### src/rtl/strip_pkg.sv
// Shared constants, height table and FSM encoding for the strip ID -> height/base lookup.
package strip_pkg;

  localparam int unsigned NUM_STRIPS         = 13;
  localparam int unsigned ID_W               = 4;
  localparam int unsigned HEIGHT_W           = 5;
  localparam int unsigned BASE_W             = 8;
  localparam int unsigned TOTAL_STACK_HEIGHT = 130;

  // Indexed by strip ID; entry 0 and IDs beyond NUM_STRIPS read as zero height.
  localparam logic [HEIGHT_W-1:0] STRIP_HEIGHT [0:2**ID_W-1] = '{
    5'd0,  5'd16, 5'd15, 5'd9,  5'd7,  5'd10, 5'd6,  5'd11,
    5'd5,  5'd12, 5'd4,  5'd8,  5'd14, 5'd13, 5'd0,  5'd0
  };

  typedef enum logic [1:0] {
    ST_IDLE  = 2'd0,
    ST_ACCUM = 2'd1,
    ST_RESP  = 2'd2
  } strip_state_e;

endpackage

### src/rtl/strip_height_rom.sv
// Combinational strip height lookup; out-of-range IDs return zero.
module strip_height_rom
  import strip_pkg::*;
(
  input  logic [ID_W-1:0]     id_i,
  output logic [HEIGHT_W-1:0] height_o
);

  always_comb begin
    height_o = '0;
    if (id_i <= ID_W'(NUM_STRIPS)) begin
      height_o = STRIP_HEIGHT[id_i];
    end
  end

endmodule

### src/rtl/strip_id_to_height.sv
// Maps a strip ID to its height and y-base, accumulating lower strip heights one per cycle.
module strip_id_to_height
  import strip_pkg::*;
(
  input  logic                clk_i,
  input  logic                rst_ni,
  input  logic                req_valid_i,
  output logic                req_ready_o,
  input  logic [ID_W-1:0]     req_id_i,
  output logic                resp_valid_o,
  input  logic                resp_ready_i,
  output logic [HEIGHT_W-1:0] resp_height_o,
  output logic [BASE_W-1:0]   resp_base_o,
  output logic                resp_err_o
);

  strip_state_e        state_q, state_d;
  logic [ID_W-1:0]     id_q, id_d;
  logic [ID_W-1:0]     k_q, k_d;
  logic [BASE_W-1:0]   acc_q, acc_d;
  logic                req_ready_q, req_ready_d;
  logic                resp_valid_q, resp_valid_d;
  logic [HEIGHT_W-1:0] resp_height_q, resp_height_d;
  logic [BASE_W-1:0]   resp_base_q, resp_base_d;
  logic                resp_err_q, resp_err_d;
  logic [HEIGHT_W-1:0] k_height;
  logic [HEIGHT_W-1:0] id_height;
  logic                id_in_range;

  strip_height_rom u_rom_k (
    .id_i     (k_q),
    .height_o (k_height)
  );

  strip_height_rom u_rom_id (
    .id_i     (id_q),
    .height_o (id_height)
  );

  assign id_in_range = (req_id_i != '0) && (req_id_i <= ID_W'(NUM_STRIPS));

  always_comb begin
    state_d       = state_q;
    id_d          = id_q;
    k_d           = k_q;
    acc_d         = acc_q;
    resp_height_d = resp_height_q;
    resp_base_d   = resp_base_q;
    resp_err_d    = resp_err_q;

    unique case (state_q)
      ST_IDLE: begin
        if (req_valid_i && req_ready_q) begin
          id_d  = req_id_i;
          acc_d = '0;
          k_d   = ID_W'(1);
          if (id_in_range) begin
            state_d = ST_ACCUM;
          end else begin
            state_d       = ST_RESP;
            resp_err_d    = 1'b1;
            resp_height_d = '0;
            resp_base_d   = '0;
          end
        end
      end
      ST_ACCUM: begin
        // acc holds the sum of heights of strips 1..k-1 on entry to each cycle
        if (k_q == id_q) begin
          state_d       = ST_RESP;
          resp_err_d    = 1'b0;
          resp_height_d = id_height;
          resp_base_d   = acc_q;
        end else begin
          acc_d = acc_q + BASE_W'(k_height);
          k_d   = k_q + ID_W'(1);
        end
      end
      ST_RESP: begin
        if (resp_ready_i) begin
          state_d = ST_IDLE;
        end
      end
      default: begin
        state_d = ST_IDLE;
      end
    endcase

    req_ready_d  = (state_d == ST_IDLE);
    resp_valid_d = (state_d == ST_RESP);
  end

  always_ff @(posedge clk_i) begin
    if (!rst_ni) begin
      state_q       <= ST_IDLE;
      id_q          <= '0;
      k_q           <= '0;
      acc_q         <= '0;
      req_ready_q   <= 1'b1;
      resp_valid_q  <= 1'b0;
      resp_height_q <= '0;
      resp_base_q   <= '0;
      resp_err_q    <= 1'b0;
    end else begin
      state_q       <= state_d;
      id_q          <= id_d;
      k_q           <= k_d;
      acc_q         <= acc_d;
      req_ready_q   <= req_ready_d;
      resp_valid_q  <= resp_valid_d;
      resp_height_q <= resp_height_d;
      resp_base_q   <= resp_base_d;
      resp_err_q    <= resp_err_d;
    end
  end

  assign req_ready_o   = req_ready_q;
  assign resp_valid_o  = resp_valid_q;
  assign resp_height_o = resp_height_q;
  assign resp_base_o   = resp_base_q;
  assign resp_err_o    = resp_err_q;

endmodule

### config.mk
export PLATFORM = sky130hd
export DESIGN_NAME = strip_id_to_height
export DESIGN_NICKNAME = d
export VERILOG_FILES = /design/src/rtl/strip_pkg.sv /design/src/rtl/strip_height_rom.sv /design/src/rtl/strip_id_to_height.sv
export SDC_FILE = /design/constraint.sdc
export NUM_CORES = 1
export LEC_CHECK = 0
export CORE_UTILIZATION = 35
export DETAILED_ROUTE_END_ITERATION = 8
export GPL_TIMING_DRIVEN = 0
export PLACE_DENSITY = 0.52
export SYNTH_ARGS = -nofsm -noshare
export SYNTH_HDL_FRONTEND = slang
export SYNTH_HIERARCHICAL = 1
export SYNTH_SLANG_ARGS = --single-unit
### constraint.sdc
create_clock -name clk_i -period 3.4 [get_ports clk_i]
set_input_delay 0.68 -clock clk_i [delete_from_list [all_inputs] [get_ports clk_i]]
set_output_delay 0.68 -clock clk_i [all_outputs]
set_load 0.02 [all_outputs]
# After elaboration in Yosys (flattened, before gate mapping)
# Memory sizes are Yosys's and may differ from the RTL's.
# Cells that the tools add are included.
# Widths: inputs -> output; s select.
# op_classes
add_sub_neg	2
shift	0
muxes	29
n_div	0
n_eq_ne	8
n_bitwise	2
reduce_logical	9
order_cmp	5
multipliers	0
# ops
operator	count
$mux 5	9
$mux 8	5
$pmux 8 s2	2
$le 4x4->1 const B	3
$ge 5x5->1 const B	2
$not 4->5	2
$pmux 5 s2	1
$add 8x5->8	1
$mux 2	4
$mux 4	2
$ne 2x2->1 const B	4
$pmux 4 s2	1
$pmux 2 s3	1
$add 4x1->4 const B	1
$eq 2x2->1 const B	2
$eq 4x4->1	1
$logic_not 2->1	2
$reduce_and 4->1	1
$reduce_bool 4->1	1
$mux 1	3
$reduce_and 3->1	1
$eq 2x1->1 const B	1
$logic_and 1x1->1	2
$pmux 1 s2	1
other kinds (2)	2
# word_totals
input_bits	8
n_memories	2
register_bits	34
latchBits	0
mem_bits_ro	160
ramBits	0
# mem_list
memory	depth	width	rd	rd_ports_with_merged_regs	wr	line	text
(name not given)	16	5	1	0	0	strip_height_rom.sv:12	height_o = STRIP_HEIGHT[id_i];
(name not given)	16	5	1	0	0	strip_height_rom.sv:12	

# Logic depth before layout (Yosys ltp)
# logic_depth
depth_word	8
mapped_depth	10

# Cells and area by module
# Netlist, hierarchy kept.
# by_module_without_submodules
module	seq_area_each_um2	area_per_inst_um2	cells_each	instances
strip_id_to_height	680.7	1657.8	185	1
strip_height_rom	0.0	212.7	26	2

# Worst setup path after synthesis
# Ideal clock, no wire load.
# synth_timing
path_kind	register -> register
startpoint	register k_q[1]
endpoint	register acc_q[6]
t_arrival_ns	2.800
path_buffers	0
stages_incl_launch_ff	11
setup_slack_ns	0.477
period_less_slack_ns	2.923
setup_ns	0.123
cell_sequence	dfxtp_1 -> inv_1 -> ha_1 -> inv_1 -> mux4_2 -> ha_1 -> fa_1 -> a211oi_1 -> nor2_1 -> o211ai_1 -> mux2_1
# synth_between
elab_chain_len	8
# synth_rtl
item	line	text
start, declared	strip_id_to_height.sv:19	logic [ID_W-1:0] k_q, k_d;
start signal, assigned	strip_id_to_height.sv:107	k_q <= k_d;
$not 4->5 (implied by the code)	strip_height_rom.sv:12	
$mem_v2 16x5	n/a	
$mux 5 (implied by the code) (2 in series)	strip_height_rom.sv:12	
$mux 5 *	strip_height_rom.sv:11	if (id_i <= ID_W'(NUM_STRIPS)) begin
via k_height[0]	strip_id_to_height.sv:26	logic [HEIGHT_W-1:0] k_height;
$add 8x5->8 *	strip_id_to_height.sv:75	acc_d = acc_q + BASE_W'(k_height);
$mux 8 *	strip_id_to_height.sv:69	if (k_q == id_q) begin
$pmux 8 s2 *	strip_id_to_height.sv:51	unique case (state_q)
end signal, assigned	strip_id_to_height.sv:98	acc_q <= '0;
end signal, assigned	strip_id_to_height.sv:108	acc_q <= acc_d;
end, declared	strip_id_to_height.sv:20	logic [BASE_W-1:0] acc_q, acc_d;
# The timed path passes the listed nets; every way through them passes the cells marked *. The select of a mux whose other input is x is not followed.
# A chain may end at the register's enable or synchronous reset.

# Final worst setup path
# layout_timing
startpoint	register k_q[0]
endpoint	register acc_q[6]
# The elaborated chain is that of the path after synthesis.

==> flow_summary.ini <==
[min_path]
min_path_type = reg2reg

[layout]
drive_above_1_share = 0.104
nFillCells = 609
final_cell_mix = dfxtp_1, a21oi_1, clkdlybuf4s50_1
design_area_um2 = 2500
final_common_cell = dfxtp_1
ff_latch_area_um2 = 681
syn2layout_area_growth_pct = 19.9
utilization = 0.446
antennaDiodeCount = 0
layout.nets = 294
multiInputGateArea_um2 = 1270
layoutNonFillerInstCount = 340

[sta]
slew_headroom = 0.606
fin_tns_setup_ns = 0
setup_viol = 0
post-route-period-util = 0.942
maxSlewViolCount = 0
tightest_slew_ns = 0.591
fin_skew_ns = 0.00721
hold_violations = 0
fin_ws_ns = 0.197
max_freq_mhz = 312
hold-worst-slack_ns = 0.486
post-route-min-period_ns = 3.20
rsz0062_at_grt = no

[die]
die_area_um2 = 6260
rows = 27
chipHeight_um = 79.2
io_pins = 24
die_w_um = 79.2
initial_core_util = 0.371
coreArea_um2 = 5610

[synth]
async_reset_ff_frac = 0
synth_top_area_cell = dfxtp_1
synth-main-ff-cell = dfxtp_1
ys_warn_count = 6
ys_ff_latch = 34
synthTopCellsByArea = dfxtp_1, ha_1, a21oi_1
synth_area_um2 = 2080
syn_avg_cell_area_um2 = 8.79
syn_inst = 237
synth_edf_count = 0
yosysSeqAreaShare = 0.327
syn_nets = 264
yosysUniqueCellTypes = 42
synth_top_area_frac = 0.327

[critical_path]
cp_slowest_cell = dfxtp_1
cp-end-kind = register
path_cells = inv_1, ha_1, inv_1, mux4_2, ha_1, fa_1, a211oi_1, nor2_1, o211ai_1, mux2_1
ff2ff_setup_slack_ns = 0.20
critPathMaxFanout = 8
max_stage_delay_ns = 0.56
worst-endpoint-required_ns = 3.57
arrival_ns = 3.37
path_class = reg2reg
crit_path_start_kind = register
worst-path-buf-inv = 2
crit_family = adder cells

[routing]
vias = 1836
firstDrtPassIters = 4
viasPerCell = 5.40
wl_per_cell_um = 14.9
drc = 0
ant_nets = 0
drt_wl_total_um = 5050
drt_iter0_drc = 81

[grt]
grt_max_degree = 12
grt_pass1_vias = 1782
grt_usage = 0.179
antenna_found_initial = 0
grt_first_pass_wirelength_um = 8740
overflow = 0

[job]
max_cap_violations = 0

[placement]
dp_cells = 332
place_area_um2 = 2400
dp_slack_ns = 0.186
place_hpwl_um = 3750
gp_congestion = 0.803
portBuffers = 23

[cts]
cts_buffers = 5
ctsResizeCount = 0
clk_latency_ns = 0.28
clkSlewWorstSetupHoldPaths_ns = 0.08
cts_setup_buffers = 0
cts_root_buffer = clkbuf_8
htree_levels = 2
hold_buffers = 0
clk_path_buf_depth = 2
cts_sinks = 34
cts_tree = yes

[pwr]
cellPowerDensity_nw_per_um2 = 461
p_total_mw = 1.15
ir_drop_mv = 0.373
p_leak_nw = 0.953

[run_status]
status = finished clean
-- logic make-up after synthesis --
group                    share of synthesized area
flip-flops                                   0.327
AND/OR/NAND/NOR                              0.180
adder cells (fa/ha/maj)                      0.118
XOR/XNOR                                    0.0438
multiplexers                                0.0324
AO/OA/AOI/OAI                                0.235
buffers and inverters                       0.0643
-- metal layers --
layer	up-vias	wire length, µm	track usage
li1	930	-	-
met1	870	2540	0.257
met2	30	2240	0.270
met3	6	206	0.0368
met4	0	62	0.0491
met5	-	0	0
-- worst min-delay path: cells and delay by family, from the launching register on --
kind | cells | cell delay, ns
AOI/OAI and AO/OA | 2 | 0.13
DFF | 1 | 0.31
-- sequential cells by signal, indices dropped and copies added, names as in the netlist --
| signal | count |
|---|---|
| acc_q | 8 |
| resp_base_o | 8 |
| resp_height_o | 5 |
| id_q | 4 |
| k_q | 4 |
| state_q | 2 |
| req_ready_o | 1 |
| resp_err_o | 1 |
| resp_valid_o | 1 |
-- Yosys cell counts (all sizes together) (3+ instances only) --
cell / number
o21a: 3
dfxtp: 34
a21oi: 30
buf: 8
o211ai: 14
nor2: 6
a211oi: 5
inv: 11
ha: 18
xor2: 3
clkbuf: 7
o21ai: 9
nand2: 18
nand3: 19
and3: 8
nor3: 6
or2: 3
xnor2: 4
-- path summary, 6_finish.rpt --
kind         cells after the start                     from                      end
max                             10      k_q[0]$_SDFFE_PN0P_    acc_q[6]$_SDFFE_PN0P_
min                              2  resp_err_o$_SDFFE_PN0P_  resp_err_o$_SDFFE_PN0P_
max reg2reg                     10      k_q[0]$_SDFFE_PN0P_    acc_q[6]$_SDFFE_PN0P_
min reg2reg                      2  resp_err_o$_SDFFE_PN0P_  resp_err_o$_SDFFE_PN0P_
-- cell type report --
cell class / count / share of cell area
inverters: 11 / 0.0165
clock buffers: 6 / 0.0330
flip-flops and latches: 34 / 0.272
well taps: 72 / 0.0361
multi-input cells: 177 / 0.508
repair buffers: 23 / 0.0921
clock inverters: 2 / 0.00501
plain buffers: 15 / 0.0371
-- power breakdown --
group,internal (mW),switching (mW)
Clock,0.163,0.154
Combinational,0.141,0.236
Sequential,0.423,0.0348
Note: power is estimated with default switching activity, not from simulation.
